[src/rtl/pipe_hazard_ctrl.sv]
// Pipeline hazard controller: resolves stall requests into a stall mask, issues redirect
// flushes and PC loads (holding a redirect while the PC is frozen), sequences trap entry
// through a drain FSM, and tracks stall statistics with a saturating counter and a watchdog.
module pipe_hazard_ctrl #(
  parameter int unsigned NUM_STAGES    = 6,
  parameter int unsigned ADDR_WIDTH    = 32,
  parameter int unsigned SIDX_W        = 3,
  parameter int unsigned DRAIN_CYCLES  = 3,
  parameter int unsigned STALL_TIMEOUT = 1024
) (
  input  logic                  clk_i,
  input  logic                  rst_i,
  input  logic [NUM_STAGES-1:0] stall_req_i,
  input  logic                  redir_valid_i,
  input  logic [SIDX_W-1:0]     redir_stage_i,
  input  logic [ADDR_WIDTH-1:0] redir_addr_i,
  input  logic                  trap_req_i,
  input  logic [ADDR_WIDTH-1:0] trap_vec_i,
  output logic [NUM_STAGES-1:0] stall_o,
  output logic [NUM_STAGES-1:0] flush_o,
  output logic                  new_pc_valid_o,
  output logic [ADDR_WIDTH-1:0] new_pc_o,
  output logic                  trap_ack_o,
  output logic [31:0]           stall_cnt_o,
  output logic                  stall_timeout_o
);

  localparam int unsigned     WdW        = $clog2(STALL_TIMEOUT + 1);
  localparam logic [SIDX_W:0] NumStagesW = (SIDX_W + 1)'(NUM_STAGES);
  localparam logic [3:0]      DrainLast  = 4'(DRAIN_CYCLES - 1);
  localparam logic [WdW-1:0]  WdLast     = WdW'(STALL_TIMEOUT - 1);
  localparam logic [WdW-1:0]  WdMax      = WdW'(STALL_TIMEOUT);

  typedef enum logic [1:0] {StIdle, StDrain, StIssue} state_e;

  state_e                state_q, state_d;
  logic [3:0]            drain_cnt_q, drain_cnt_d;
  logic                  pend_valid_q, pend_valid_d;
  logic [SIDX_W-1:0]     pend_stage_q, pend_stage_d;
  logic [ADDR_WIDTH-1:0] pend_addr_q, pend_addr_d;
  logic [31:0]           stall_cnt_q, stall_cnt_d;
  logic [WdW-1:0]        wd_cnt_q, wd_cnt_d;
  logic                  timeout_q, timeout_d;

  logic [NUM_STAGES-1:0] stall_mask;
  logic [NUM_STAGES-1:0] redir_flush;
  logic                  redir_ok;
  logic                  drain_adv;

  // Stall mask: every stage at or below the highest requester holds.
  always_comb begin
    stall_mask = '0;
    for (int unsigned i = 0; i < NUM_STAGES; i++) begin
      stall_mask[i] = |(stall_req_i >> i);
    end
  end

  // Redirect flush vector: bubble stages 1..s; the PC slot is never flushed.
  always_comb begin
    redir_flush = '0;
    for (int unsigned i = 1; i < NUM_STAGES; i++) begin
      redir_flush[i] = (SIDX_W'(i) <= redir_stage_i);
    end
  end

  assign redir_ok  = redir_valid_i && (redir_stage_i != '0) &&
                     ({1'b0, redir_stage_i} < NumStagesW);
  // Drain only makes progress while nothing past the PC is holding.
  assign drain_adv = ~|stall_req_i[NUM_STAGES-1:1];

  // Outputs and FSM / pending-redirect next state.
  always_comb begin
    stall_o        = '0;
    flush_o        = '0;
    new_pc_valid_o = 1'b0;
    new_pc_o       = '0;
    trap_ack_o     = 1'b0;
    state_d        = state_q;
    drain_cnt_d    = drain_cnt_q;
    pend_valid_d   = pend_valid_q;
    pend_stage_d   = pend_stage_q;
    pend_addr_d    = pend_addr_q;

    unique case (state_q)
      StIdle: begin
        stall_o = stall_mask;
        if (trap_req_i) begin
          // Trap wins: same-cycle and pending redirects are discarded.
          state_d      = StDrain;
          drain_cnt_d  = '0;
          pend_valid_d = 1'b0;
        end else begin
          if (redir_ok) begin
            flush_o = redir_flush;
          end
          if (!stall_mask[0]) begin
            if (redir_ok) begin
              new_pc_valid_o = 1'b1;
              new_pc_o       = redir_addr_i;
              pend_valid_d   = 1'b0;
            end else if (pend_valid_q) begin
              new_pc_valid_o = 1'b1;
              new_pc_o       = pend_addr_q;
              pend_valid_d   = 1'b0;
            end
          end else if (redir_ok && (!pend_valid_q || (redir_stage_i >= pend_stage_q))) begin
            // Older (deeper or equal) redirect replaces the held one.
            pend_valid_d = 1'b1;
            pend_stage_d = redir_stage_i;
            pend_addr_d  = redir_addr_i;
          end
        end
      end
      StDrain: begin
        stall_o    = stall_mask;
        stall_o[0] = 1'b1;
        flush_o    = NUM_STAGES'(2);
        if (drain_adv) begin
          if (drain_cnt_q == DrainLast) begin
            state_d = StIssue;
          end else begin
            drain_cnt_d = drain_cnt_q + 4'd1;
          end
        end
      end
      StIssue: begin
        new_pc_valid_o = 1'b1;
        new_pc_o       = trap_vec_i;
        trap_ack_o     = 1'b1;
        flush_o        = ~NUM_STAGES'(1);
        state_d        = StIdle;
      end
      default: begin
        state_d = StIdle;
      end
    endcase

    if (rst_i) begin
      stall_o        = '0;
      flush_o        = '0;
      new_pc_valid_o = 1'b0;
      new_pc_o       = '0;
      trap_ack_o     = 1'b0;
    end
  end

  // Saturating stall counter and consecutive-stall watchdog.
  always_comb begin
    stall_cnt_d = stall_cnt_q;
    wd_cnt_d    = wd_cnt_q;
    timeout_d   = timeout_q;
    if (stall_o[0]) begin
      if (stall_cnt_q != '1) begin
        stall_cnt_d = stall_cnt_q + 32'd1;
      end
      if (wd_cnt_q != WdMax) begin
        wd_cnt_d = wd_cnt_q + 1'b1;
      end
      if (wd_cnt_q >= WdLast) begin
        timeout_d = 1'b1;
      end
    end else begin
      wd_cnt_d = '0;
    end
  end

  // State registers with synchronous reset.
  always_ff @(posedge clk_i) begin
    if (rst_i) begin
      state_q      <= StIdle;
      drain_cnt_q  <= '0;
      pend_valid_q <= 1'b0;
      pend_stage_q <= '0;
      pend_addr_q  <= '0;
      stall_cnt_q  <= '0;
      wd_cnt_q     <= '0;
      timeout_q    <= 1'b0;
    end else begin
      state_q      <= state_d;
      drain_cnt_q  <= drain_cnt_d;
      pend_valid_q <= pend_valid_d;
      pend_stage_q <= pend_stage_d;
      pend_addr_q  <= pend_addr_d;
      stall_cnt_q  <= stall_cnt_d;
      wd_cnt_q     <= wd_cnt_d;
      timeout_q    <= timeout_d;
    end
  end

  assign stall_cnt_o     = stall_cnt_q;
  assign stall_timeout_o = timeout_q;

endmodule
[config.mk]
export PLATFORM = sky130hd
export DESIGN_NAME = pipe_hazard_ctrl
export DESIGN_NICKNAME = d
export VERILOG_FILES = /design/src/rtl/pipe_hazard_ctrl.sv
export SDC_FILE = /design/constraint.sdc
export NUM_CORES = 1
export LEC_CHECK = 0
export CAP_MARGIN = 20
export CORE_MARGIN = 4
export CORE_UTILIZATION = 48
export CTS_CLUSTER_SIZE = 12
export DETAILED_ROUTE_END_ITERATION = 6
export GPL_TIMING_DRIVEN = 0
export HOLD_SLACK_MARGIN = 0.1
export PLACE_DENSITY_LB_ADDON = 0.1
export SYNTH_ARGS = -nofsm -noshare
export SYNTH_HDL_FRONTEND = slang
export SYNTH_SLANG_ARGS = --single-unit
[constraint.sdc]
create_clock -name clk_i -period 2.3 [get_ports clk_i]
set_input_delay 0.23 -clock clk_i [delete_from_list [all_inputs] [get_ports clk_i]]
set_output_delay 0.23 -clock clk_i [all_outputs]
set_load 0.005 [all_outputs]
## Yosys cells after proc, flatten, opt, wreduce, memory -nomap -nowiden

Cells that the tools add are included.

| cells by class | value |
|---|---|
| add/subtract/negate cells | 3 |
| $lt $le $gt $ge | 8 |
| equality and inequality tests | 10 |
| muxes and demuxes | 31 |
| bitwise gates (word level) | 2 |
| reductions and logical operators | 20 |

Operators with widths:

| operator | number |
|---|---|
| 2-to-1 mux 32 bit | 5 |
| one-hot mux 32 bit (2 select lines) | 1 |
| adder 32 x 1 -> 32 bit (second input constant) | 1 |
| != test 32 bit (second input constant) | 1 |
| 2-to-1 mux 6 bit | 4 |
| one-hot mux 6 bit (3 select lines) | 1 |
| 2-to-1 mux 4 bit | 3 |
| one-hot mux 6 bit (2 select lines) | 1 |
| adder 11 x 1 -> 11 bit (second input constant) | 1 |
| >= comparator 11 x 10 -> 1 bit (second input constant) | 1 |
| != test 11 bit (second input constant) | 1 |
| 2-to-1 mux 1 bit | 10 |
| != test 2 bit (second input constant) | 4 |
| one-hot mux 4 bit (2 select lines) | 1 |
| AND reduction 4 bit | 2 |
| less-or-equal comparator 2 x 3 -> 1 bit (first input constant) | 2 |
| less-or-equal comparator 3 bit (first input constant) | 2 |
| 2-to-1 mux 2 bit | 3 |
| AND reduction 2 bit | 3 |
| OR reduction 6 bit | 1 |
| OR reduction 5 bit | 1 |
| adder 4 x 1 -> 4 bit (second input constant) | 1 |
| == test 4 x 2 -> 1 bit (second input constant) | 1 |
| one-hot mux 2 bit (2 select lines) | 1 |
| 18 further kinds | 22 |

| storage, ports and cells | value |
|---|---|
| bits in registers | 86 |
| output and inout bits | 79 |

## Depth between registers and ports, before layout

| depth | value |
|---|---|
| word-level depth | 8 |
| gate-level depth with buffers | 11 |

## Worst setup path after synthesis

Ideal clock, no wire load.

| timing path | value |
|---|---|
| path kind | reg2reg |
| start point | reg state_q[1] |
| end point | reg stall_cnt_q[30], in the netlist stall_cnt_o[30] |
| data arrival time | 1.991 ns |
| data required time | 2.185 ns |
| setup slack | 0.194 ns |
| stages on the path, launching flop included | 11 |
| path buffers | 2 |
| cell sequence | dfxtp_1 > inv_1 > ha_1 > buf_2 > o21bai_1 > a21o_1 > inv_2 > nand3_1 > buf_2 > o31a_1 > o21a_1 |

| on the way | value |
|---|---|
| word-level cells in the longest chain between the ends | 4 |
| elaborated cells between the ends (all ways) | 5 |
| those cells by class | 1 x eq/ne; 2 x mux; 2 x reduce/logical |

RTL lines:

| item | RTL line | text |
|---|---|---|
| start, declared | 36 | `state_e state_q, state_d;` |
| start signal, assigned | 170 | `state_q <= StIdle;` |
| start signal, assigned | 179 | `state_q <= state_d;` |
| == test 2 x 1 -> 1 bit / logical NOT 2 bit (equally long branches) | 84 | `unique case (state_q)` |
| one-hot mux 6 bit (2 select lines) (*) | 84 |  |
| 2-to-1 mux 6 bit (*) | 138 | `if (rst_i) begin` |
| via stall_o[0] | 19 | `output logic [NUM_STAGES-1:0] stall_o,` |
| AND reduction 2 bit (no line) (*) | n/a |  |
| end signal, assigned | 184 | `stall_cnt_q <= stall_cnt_d;` |
| end, declared | 41 | `logic [31:0] stall_cnt_q, stall_cnt_d;` |

The timed path passes the listed nets; every way through them passes the cells marked *.
A chain may end at the register's enable or synchronous reset.

## Final worst setup path

| timing path | value |
|---|---|
| start point | reg state_q[1] |
| end point | out stall_o[0] |

| on the way | value |
|---|---|
| word-level cells in the longest chain between the ends | 3 |
| elaborated cells between the ends (all ways) | 4 |
| those cells by class | 1 x eq/ne; 2 x mux; 1 x reduce/logical |

RTL lines:

| item | RTL line |
|---|---|
| == test 2 x 1 -> 1 bit / logical NOT 2 bit (equally long branches) | 84 |
| one-hot mux 6 bit (2 select lines) (*) | 84 |
| 2-to-1 mux 6 bit (*) | 138 |
| end, declared | 19 |

Every way passes the cells marked *; elsewhere a longest branch is shown, timed or not.

==> run metrics <==
status complete, but fails checks; failing checks negative setup slack; Setup CP Type reg2out; clock-pin slew on the worst setup and hold paths 90 ps; Seq cells post-synth 86; ys flop type dfxtp_1; die area 0.0124 mm2; Max-Cap Viols 0; WL/cell 16.8 um; Final setup viols 1; asr flop ratio synth 0%; Routed Wire Length 17,200 um; GP Congestion 0.914; H-Tree Depth 3; Pins Over Slew Limit 0; yosys warns 0; FILL cells 862; HPWL after DPL 12,300 um; Critical Path RT 2070 ps; Post-synth EDFFs 0; Clock Path Buffers 2; syn nets 786; Initial Util 49.3%; TritonCTS clock tree done; nets@finish 971; Global Route Usage Sum 27.1%; worst setup margin -22.6 ps; die width 111 um; synthesized cell area 0.00511 mm2; critical path data arrival time 2090 ps; first-pass GRT wire length 28,400 um; die height 111 um; total grt overflow 0; core area 0.0104 mm2; IO Pins 156; total number of vias 5,995; drt via density 5.86; Clock Latency Late Sink 360 ps; Lkg Pwr 2.48 nW; Antenna Nets Post-Route 0; CTS Hold Bufs 0; Hold Path Class in2reg; clock sinks 86; worst-margin pin slew 822 ps; PwrDens 520 mW/mm2; RSZ-0062 raised after global routing true; total CTS buffers 9; DP Worst Slack -984 ps; Setup TNS Final -22.6 ps; # port buffers 154; root buffer cell clkbuf_8; Synth Area per Inst 7.34 um2; largest net degree at the start of global routing 16; crit share post-route 101%; fraction of layout cells with a size suffix above 1 19.6%; library cells used by synthesis 58; vias in the first global route 5,892; CP Launch Type flip-flop; slew margin rel. 45.1%; Fin. Hold Viols 0; Critical Path End Type output pin; Seq/Total Area, Yosys 33.7%; Fmax 431 MHz; ant diodes 0; TritonRoute pass-1 iters 4; Clock Skew 11.0 ps; VDD IR max 0.000316 V; initial DRC count 353; post-layout min period 2320 ps; worst hold slack 363 ps; number of placement rows 37; area growth from synthesis to layout 44.5%; Critical Path Fanout Max 7; Residual DRC 0; Synth Instances 697; initial antenna violation count 0
state kept, by name, indices dropped and copies added (netlist names):
signal and flops:
drain_cnt_q 4, pend_addr_q 32, pend_stage_q 3, pend_valid_q 1, stall_cnt_o 32, stall_timeout_o 1, state_q 2, wd_cnt_q 11
per-stage QoR:
step / total power, mW / std cells / instance area (um2) / utilization (%)
3_3_place_gp: 2.47 / 987 / 6830 / 65.8
4_1_cts: 3.79 / 1022 / 7300 / 70.4
2_1_floorplan: 2.12 / 697 / 5110 / -
3_5_place_dp: 2.49 / 987 / 6830 / 65.8
6_report: 3.85 / 1023 / 7390 / 71.3
5_1_grt: 4.02 / 1023 / 7390 / 71.3
layout by cell type (no fill, tap or decap), types with 3 or more instances in the layout:
cell type	instances
nor4_1	5
clkbuf_2	10
o41ai_1	4
a21oi_1	81
inv_4	3
nand4_1	11
dfxtp_1	75
clkbuf_1	19
clkdlybuf4s15_1	3
buf_2	36
xnor2_1	9
or3_1	11
clkbuf_4	5
a21o_1	34
o31ai_1	13
o211ai_1	4
nor2_1	33
buf_6	8
buf_4	22
a21oi_2	20
o21a_1	3
ha_1	9
or4_1	10
dfxtp_2	10
xor2_1	4
nand2_1	87
dlygate4sd2_1	9
o21ai_1	9
clkdlybuf4s50_1	108
or2_2	4
nand3_1	89
nor3_1	5
or4_4	3
inv_1	16
clkbuf_8	10
o21ai_0	36
final timing paths:
kind	startpoint	to	slack, ps	depth (start not counted)
worst max-delay path	state_q[1]	stall_o[0]	-20	6
worst min-delay path	redir_stage_i[0]	pend_stage_q[0]	360	3
worst max register to register	state_q[1]	stall_cnt_o[14]	100	8
worst min register to register	stall_timeout_o	stall_timeout_o	470	2
worst max-delay path, stage by stage, from the launching register on:
cell	delay, ps
dfxtp_4	370
inv_4	70
ha_2	270
o21bai_2	130
a21o_1	250
inv_4	130
clkdlybuf4s50_1	510
what timing repair did:
| action | CTS | global route |
|---|---|---|
| setup buffers | 20 | 9 |
| resized for setup | 217 | 55 |
| setup endpoints to repair | 99 | 94 |
| cloned | 2 | 0 |
| pin swaps | 7 | 13 |
final cells by class:
class / instances / area, um2 / area share, %
multi-input cells: 541 / 3310 / 44.9
flip-flops and latches: 86 / 1740 / 23.5
repair buffers: 182 / 1620 / 21.9
plain buffers: 43 / 251 / 3.40
well taps: 136 / 170 / 2.30
clock buffers: 9 / 124 / 1.68
clock inverters: 7 / 97.6 / 1.32
inverters: 19 / 78.8 / 1.07
routing by layer:
layer | global-route usage, % | part of all wire [%] | vias up
li1 | - | - | 2904
met1 | 33.9 | 42 | 2841
met2 | 47.7 | 50 | 226
met3 | 4.97 | 5.9 | 24
met4 | 7.46 | 1.5 | 0
met5 | 0 | 0 | -
Yosys cell counts, drive strengths merged (2+ instances only):
| library cell | instances | area, um2 |
|---|---|---|
| a2111oi | 3 | 26.3 |
| a211oi | 2 | 15.0 |
| a21o | 34 | 255 |
| a21oi | 101 | 528 |
| a31o | 2 | 17.5 |
| and3 | 2 | 12.5 |
| and4 | 3 | 27.5 |
| buf | 6 | 53.8 |
| clkbuf | 45 | 170 |
| dfxtp | 86 | 1720 |
| ha | 12 | 150 |
| inv | 19 | 71.3 |
| mux2 | 2 | 22.5 |
| mux2i | 2 | 20.0 |
| nand2 | 88 | 330 |
| nand2b | 2 | 12.5 |
| nand3 | 92 | 460 |
| nand4 | 11 | 68.8 |
| nor2 | 34 | 128 |
| nor2b | 3 | 18.8 |
| nor3 | 8 | 45.0 |
| nor4 | 7 | 43.8 |
| o2111ai | 2 | 17.5 |
| o211ai | 4 | 30.0 |
| o21a | 3 | 22.5 |
| o21ai | 48 | 248 |
| o311ai | 2 | 17.5 |
| o31a | 2 | 17.5 |
| o31ai | 14 | 119 |
| o41ai | 4 | 35.0 |
| or2 | 4 | 25.0 |
| or3 | 13 | 82.6 |
| or4 | 13 | 101 |
| or4b | 2 | 20.0 |
| xnor2 | 9 | 78.8 |
| xor2 | 4 | 35.0 |
power breakdown:
| group | internal [mW] | leakage (nW) | switching, mW |
|---|---|---|---|
| clock | 0.615 | 0.106 | 0.569 |
| combinational | 0.487 | 1.67 | 0.550 |
| sequential | 1.56 | 0.702 | 0.0659 |
| total | 2.66 | 2.48 | 1.19 |
cells by family after synthesis:
kind of cell,Yosys count,synth area share [%]
adders and majority gates,12,2.94
muxes,4,0.832
DFF,86,33.7
AOI/OAI and AO/OA,227,27.3
and+or+nand+nor,284,27.2
other,1,0.0733
buffers and inverters,70,5.77
xor gates and xnor gates,13,2.23
No activity file was read; power rests on OpenSTA's default activity.
